`src/rtl/ram_accum_sequencer.sv`:
```
// Reads `count` consecutive 512-bit RAM words and sums them lane by lane.
// The per-lane sum is written back to dst_addr and mirrored on sum_out.
module ram_accum_sequencer #(
  parameter int unsigned LANES  = 16,
  parameter int unsigned LANE_W = 32
) (
  input  logic                      clk,
  input  logic                      rst,
  input  logic                      start,
  input  logic [5:0]                src_base,
  input  logic [6:0]                count,
  input  logic [5:0]                dst_addr,
  output logic                      busy,
  output logic                      done,
  output logic [LANES*LANE_W-1:0]   sum_out,
  output logic [5:0]                ram_addr,
  output logic                      ram_we,
  output logic [LANES*LANE_W-1:0]   ram_wdata,
  input  logic [LANES*LANE_W-1:0]   ram_rdata
);

  typedef enum logic [2:0] {
    StIdle,
    StRead,
    StLast,
    StWrite,
    StDone
  } state_e;

  state_e                    state_q, state_d;
  logic [5:0]                base_q, base_d;
  logic [6:0]                cnt_q, cnt_d;
  logic [5:0]                dst_q, dst_d;
  logic [5:0]                idx_q, idx_d;
  logic [LANES*LANE_W-1:0]   acc_q, acc_d;
  logic [LANES*LANE_W-1:0]   sum_q, sum_d;
  logic [LANES*LANE_W-1:0]   acc_sum;
  logic                      last_read;

  // Independent lane adders; each lane wraps on its own width.
  always_comb begin
    acc_sum = '0;
    for (int k = 0; k < LANES; k++) begin
      acc_sum[k*LANE_W +: LANE_W] = acc_q[k*LANE_W +: LANE_W] + ram_rdata[k*LANE_W +: LANE_W];
    end
  end

  // Counts beyond 64 saturate at a full 64-word sweep.
  assign last_read = ({1'b0, idx_q} == (cnt_q - 7'd1)) || (idx_q == 6'd63);

  always_comb begin
    state_d = state_q;
    base_d  = base_q;
    cnt_d   = cnt_q;
    dst_d   = dst_q;
    idx_d   = idx_q;
    acc_d   = acc_q;
    sum_d   = sum_q;
    unique case (state_q)
      StIdle: begin
        if (start) begin
          if (count != 7'd0) begin
            base_d  = src_base;
            cnt_d   = count;
            dst_d   = dst_addr;
            idx_d   = 6'd0;
            acc_d   = '0;
            state_d = StRead;
          end else begin
            state_d = StDone;
          end
        end
      end
      StRead: begin
        // Read data lags the address by one cycle, so cycle 0 has nothing to add.
        if (idx_q != 6'd0) begin
          acc_d = acc_sum;
        end
        if (last_read) begin
          state_d = StLast;
        end else begin
          idx_d = idx_q + 6'd1;
        end
      end
      StLast: begin
        acc_d   = acc_sum;
        state_d = StWrite;
      end
      StWrite: begin
        sum_d   = acc_q;
        state_d = StDone;
      end
      StDone: begin
        state_d = StIdle;
      end
      default: begin
        state_d = StIdle;
      end
    endcase
  end

  // Outputs depend only on registered state, never on inputs.
  always_comb begin
    busy      = (state_q != StIdle);
    done      = (state_q == StDone);
    ram_addr  = 6'd0;
    ram_we    = 1'b0;
    ram_wdata = '0;
    unique case (state_q)
      StRead: begin
        ram_addr = base_q + idx_q;
      end
      StLast: begin
        ram_addr = dst_q;
      end
      StWrite: begin
        ram_addr  = dst_q;
        ram_we    = 1'b1;
        ram_wdata = acc_q;
      end
      default: begin
        ram_addr = 6'd0;
      end
    endcase
  end

  assign sum_out = sum_q;

  always_ff @(posedge clk) begin
    if (rst) begin
      state_q <= StIdle;
      base_q  <= 6'd0;
      cnt_q   <= 7'd0;
      dst_q   <= 6'd0;
      idx_q   <= 6'd0;
      acc_q   <= '0;
      sum_q   <= '0;
    end else begin
      state_q <= state_d;
      base_q  <= base_d;
      cnt_q   <= cnt_d;
      dst_q   <= dst_d;
      idx_q   <= idx_d;
      acc_q   <= acc_d;
      sum_q   <= sum_d;
    end
  end

endmodule

```
`config.mk`:
```
export PLATFORM = sky130hd
export DESIGN_NAME = ram_accum_sequencer
export DESIGN_NICKNAME = d
export VERILOG_FILES = /design/src/rtl/ram_accum_sequencer.sv
export SDC_FILE = /design/constraint.sdc
export NUM_CORES = 2
export LEC_CHECK = 0
export CAP_MARGIN = 20
export CORE_AREA = 2 2 610 612
export CTS_CLUSTER_SIZE = 8
export DETAILED_ROUTE_END_ITERATION = 6
export DIE_AREA = 0 0 612 614
export GPL_TIMING_DRIVEN = 1
export PLACE_DENSITY_LB_ADDON = 0.3
export SLEW_MARGIN = 5
export SYNTH_ARGS = -nofsm -noshare
export SYNTH_HDL_FRONTEND = slang
export SYNTH_SLANG_ARGS = --single-unit
```
`constraint.sdc`:
```
create_clock -name clk -period 3.25 [get_ports clk]
set_input_delay 0.65 -clock clk [delete_from_list [all_inputs] [get_ports clk]]
set_output_delay 0.65 -clock clk [all_outputs]
set_load 0.05 [all_outputs]
```
# Yosys cells after proc, flatten, opt, wreduce, memory -nomap -nowiden
# Cells that the tools add are included.
[word_totals]
romBits = 0
word_cells = 64
mem_bits_rw = 0
output_inout_bits = 1033
in_bits = 534
latch_bits = 0
mem_count = 0
reg_bits = 1052
[op_classes]
magnitude_cmp = 0
bitwise = 0
n_mux = 15
reduce_logical = 12
add_sub_neg = 19
div_mod_pow = 0
n_mul = 0
eq_ne = 11
n_shift = 0
[op_table]
columns = ["operator", "count"]
rows = [
  ["$mux W512", 4],
  ["$pmux W512 S3", 1],
  ["$add A32 B32 Y32", 16],
  ["$pmux W6 S2", 2],
  ["$mux W6", 3],
  ["$pmux W3 S4", 1],
  ["$ne A2 B2 Y1 const B", 5],
  ["$mux W3", 3],
  ["$reduce_and A4 Y1", 2],
  ["$eq A6 B7 Y1", 1],
  ["$reduce_bool A7 Y1", 1],
  ["$sub A7 B1 Y7 const B", 1],
  ["$add A6 B1 Y6 const B", 1],
  ["$add A6 B6 Y6", 1],
  ["$eq A3 B2 Y1 const B", 2],
  ["$eq A6 B6 Y1 const B", 1],
  ["$reduce_bool A3 Y1", 2],
  ["$reduce_bool A6 Y1", 1],
  ["$eq A3 B1 Y1 const B", 1],
  ["$eq A3 B3 Y1 const B", 1],
  ["$logic_not A3 Y1", 1],
  ["$reduce_and A3 Y1", 1],
  ["$reduce_and A2 Y1", 1],
  ["$reduce_bool A2 Y1", 1],
  ["3 further kinds", 3],
]

# Logic depth before layout (Yosys ltp)
[depth]
word_depth = 5
ltp_mapped = 13
mapped_depth_nobuf = 13

# Worst setup path before layout
# Ideal clock, no wire load.
[synth_timing]
kind = "input to register"
start = "in ram_rdata[0]"
end = "reg acc_q[18]"
slack_ns = -0.186
setup_ns = 0.117
required_time_ns = 3.133
arrival_ns = 3.319
stages = 13
n_path_buf = 0
cell_sequence = "ha_1 -> fa_1 -> a21o_1 -> a21o_1 -> a21oi_1 -> o21bai_1 -> a2111oi_2 -> o21ai_1 -> a21o_1 -> a21oi_1 -> o21ai_0 -> xor2_1 -> a22o_1"
[synth_via]
elab_chain_cells = 3
[synth_lines]
columns = ["item", "line", "text"]
rows = [
  ["from (decl)", "19", "input logic [LANES*LANE_W-1:0] ram_rdata"],
  ["$add A32 B32 Y32 *", "44", "acc_sum[k*LANE_W +: LANE_W] = acc_q[k*LANE_W +: LANE_W] + ram_rdata[k*LANE_W +: LANE_W];"],
  ["$mux W512", "76", "if (idx_q != 6'd0) begin"],
  ["$pmux W512 S3 *", "59", "unique case (state_q)"],
  ["to (signal assigned)", "136", "acc_q <= '0;"],
  ["to (signal assigned)", "144", "acc_q <= acc_d;"],
  ["to (decl)", "35", "logic [LANES*LANE_W-1:0] acc_q, acc_d;"],
]
# Every way passes the cells marked *; elsewhere a longest branch is shown, timed or not. The select of a mux whose other input is x is not followed.
# A chain may end at the register's enable or synchronous reset.

# Final worst setup path
[layout_timing]
start = "reg state_q[0]"
end = "out ram_wdata[393]"
[layout_via]
elab_chain_cells = 2
[layout_lines]
columns = ["item", "line", "text"]
rows = [
  ["from (decl)", "30", "state_e state_q, state_d;"],
  ["from (signal assigned)", "131", "state_q <= StIdle;"],
  ["from (signal assigned)", "139", "state_q <= state_d;"],
  ["$eq A3 B2 Y1", "109", "unique case (state_q)"],
  ["$mux W512", "109", ""],
  ["to (decl)", "18", "output logic [LANES*LANE_W-1:0] ram_wdata,"],
]
# No other way between the ends.

==> flow_summary_export.csv <==
group,metric,value,unit
sta,max_freq,0.304,GHz
sta,min_period_over_period,101,%
sta,setup_viol,23,
final_layout,final_cell_count_no_fill,15700,
critical_path,worst-path-buf-inv,8,
final_layout,drive_gt1_share,29.5,%
critical_path,crit_type,"reg2out",
placed_design,post_dp_cell_area,94500,sq um
synthesis,ys_warn_count,0,
floorplanning,num_io_pins,1567,
global_route,grt_first_pass_wirelength,520000,um
cts,htreeDepth,4,
detailed_routing,first_iter_violations,4660,
final_layout,multi_input_area,40700,sq um
critical_path,critPathRequiredTime,2600,ps
critical_path,crit_slowest_cell,"dfxtp_4",
power_and_ir_drop,p_per_area,384,nW/um^2
floorplanning,fp.dieH,614,um
global_route,grt-ovfl-total,0,
global_route,grt_max_degree,166,
synthesis,synth_top_area_share,34.8,%
detailed_routing,wl_per_cell,24.7,um
critical_path,crit_path_max_fanout,6,
worst_hold_path,min_path_type,"in2reg",
sta,worstMarginPinSlew,1000,ps
power_and_ir_drop,peakVddDrop,0.000329,V
status,failed_checks,"negative setup slack",
floorplanning,dieArea,376000,sq um
final_layout,seq_area,21100,sq um
detailed_routing,dr_total_vias,68100,
cts,cts_root_buf,"clkbuf_16",
cts,path_clk_slew,50,ps
placed_design,gp_congestion,0.944,
synthesis,seq_area_frac_synth,34.8,%
final_layout,fin_area,110000,sq um
critical_path,path_cells,"nand2_2, or2_4, inv_16, buf_12, buf_16, buf_12, buf_16, buf_12, nand2_8, inv_6, buf_12",
floorplanning,start_util,16.3,%
critical_path,startpoint_type,"flop",
sta,slew_headroom,32.9,%
synthesis,ys.flop_type,"dfxtp_1",
placed_design,preCtsSetupSlack,-1020,ps
synthesis,syn_area,60500,sq um
cts,cts_tree,"yes",
cts,cts_buffers,162,
global_route,antenna_found_initial,102,
floorplanning,die_w,612,um
global_route,first_global_vias,64200,
detailed_routing,detail-route-antenna-nets,0,
final_layout,area_growth,81.9,%
critical_path,crit_path_end_kind,"output pin",
cts,clockBufferDepth,4,
global_route,track_usage,19.5,%
sta,hold_violations,0,
sta,worst_slack,-39.7,ps
detailed_routing,drt_pass1_iterations,6,
cts,clock-sinks,1052,
synthesis,yosys.area.top_type,"dfxtp_1",
synthesis,synth_common_cells,"nand2_1, dfxtp_1, a21oi_1, inv_1, ha_1",
synthesis,synthDistinctLibCells,95,
sta,clock-skew-final,52.2,ps
final_layout,nFillCells,39300,
synthesis,yosysMostFrequentCell,"nand2_1",
synthesis,avgSynthCellArea,7.69,sq um
synthesis,ys_ff_latch,1052,
final_layout,layout.nets,11700,
detailed_routing,routed_wl,389000,um
critical_path,crit_family,"buffers and inverters",
critical_path,timing.critical_path.mode_cell,"buf_12",
sta,slew_violations,0,
synthesis,syn_nets,8927,
job,cap_viol_max_count,0,
floorplanning,core,370000,sq um
sta,rsz0062_at_grt,"true",
synthesis,yosys-top-cells-area,"dfxtp_1, ha_1, nand2_1, a21oi_1, o21ai_0",
synthesis,netlist_instances,7872,
floorplanning,rows,224,
placed_design,port_buffers,1566,
cts,clock_latency,860,ps
synthesis,async_reset_ff_share,0,%
placed_design,dp.final_hpwl,311000,um
power_and_ir_drop,total_power,42200,uW
status,status,"finished with violations",
placed_design,dpl.cell_count,15100,
critical_path,critical_path.max_stage_delay,340,ps
power_and_ir_drop,leakage,0.0492,uW
critical_path,arrival,2640,ps
sta,fin_crit,3290,ps
detailed_routing,via_per_inst,4.33,
detailed_routing,drc,0,
synthesis,synth-edff-count,0,
[area by class of cell]
class / count / share of cell area, %
multi-input cells: 5846 / 37.0
repair inverters: 1 / 0.0273
diodes: 50 / 0.114
well taps: 4972 / 5.65
clock buffers: 202 / 3.91
flip-flops and latches: 1052 / 19.2
inverters: 617 / 2.68
clock inverters: 17 / 0.209
repair buffers: 2981 / 31.3
[state kept, by name, indices dropped and copies added (netlist names)]
| name | flops |
|---|---|
| base_q | 6 |
| state_q | 3 |
| sum_out | 512 |
| acc_q | 512 |
| cnt_q | 7 |
| dst_q | 6 |
| idx_q | 6 |
[metrics by stage]
step | util (%) | TNS [ps] | hold WS [ps]
finish | 29.7 | -502 | 400
global route | 29.7 | -24660 | 337
CTS | 28.6 | -23130 | 269
detailed placement | 25.5 | -122240 | 446
global placement | 25.5 | -118120 | 441
floorplan | - | -26.7 | 437
[tightest hold or removal path, stage by stage]
cell,delay [ps]
clkdlybuf4s50_1,400
nand2_1,60
a21oi_1,50
[cell families after synthesis]
family	share of synthesized area [%]
AO/OA/AOI/OAI	24.3
XOR/XNOR	6.37
adder cells (fa/ha/maj)	11.0
buffers and inverters	6.10
flip-flops	34.8
multiplexers	0.108
AND/OR/NAND/NOR	17.3
[worst paths after layout]
| check | slack, ps | from | endpoint | cells after the start |
|---|---|---|---|---|
| max | -40 | state_q[0] | ram_wdata[393] | 11 |
| min | 400 | dst_addr[0] | dst_q[0] | 3 |
| max reg2reg | 60 | acc_q[116] | acc_q[127] | 12 |
| min reg2reg | 450 | sum_out[234] | sum_out[234] | 2 |
[what timing repair did]
item | CTS | global route
buffers inserted | 173 | 184
gates resized for setup | 1296 | 586
gates cloned | 38 | 9
hold endpoints to repair | 5 | 0
setup endpoints to repair | 522 | 449
pin swaps | 80 | 77
hold buffers | 1 | 0
[power by group]
| group | total, uW | switching [uW] | internal (uW) | leakage (uW) |
|---|---|---|---|---|
| sequential | 14400 | 881 | 13500 | 0.00852 |
| combinational | 11300 | 6010 | 5340 | 0.0384 |
| clock | 16400 | 7110 | 9310 | 0.00221 |
| total | 42200 | 14000 | 28200 | 0.0492 |
[routing by layer]
layer,GRT usage [%],up-vias,share of wire [%]
met5,0,-,0.050
met4,7.34,28,4.1
met3,5.68,522,7.4
met2,31.9,1926,46
met1,24.2,33000,42
li1,-,32700,-
[cell usage in the layout, fill, tap and decap left out, drive strengths merged, types with 18 or more instances in the layout]
cell type	instances
a21oi	972
and2	25
nand3	95
ha	504
buf	1973
clkdlybuf4s50	997
xor2	222
nand2b	84
a22oi	200
o21ai	491
a21o	300
or3	19
inv	623
o21a	42
o211ai	26
dfxtp	1052
nor2b	49
nand2	1553
nor3	54
clkbuf	209
xnor2	218
nor2	439
a22o	24
diode	50
a21boi	18
a211oi	42
and3	44
a31oi	50
o21bai	59
nand4	42
(Power assumes the default switching activity.)
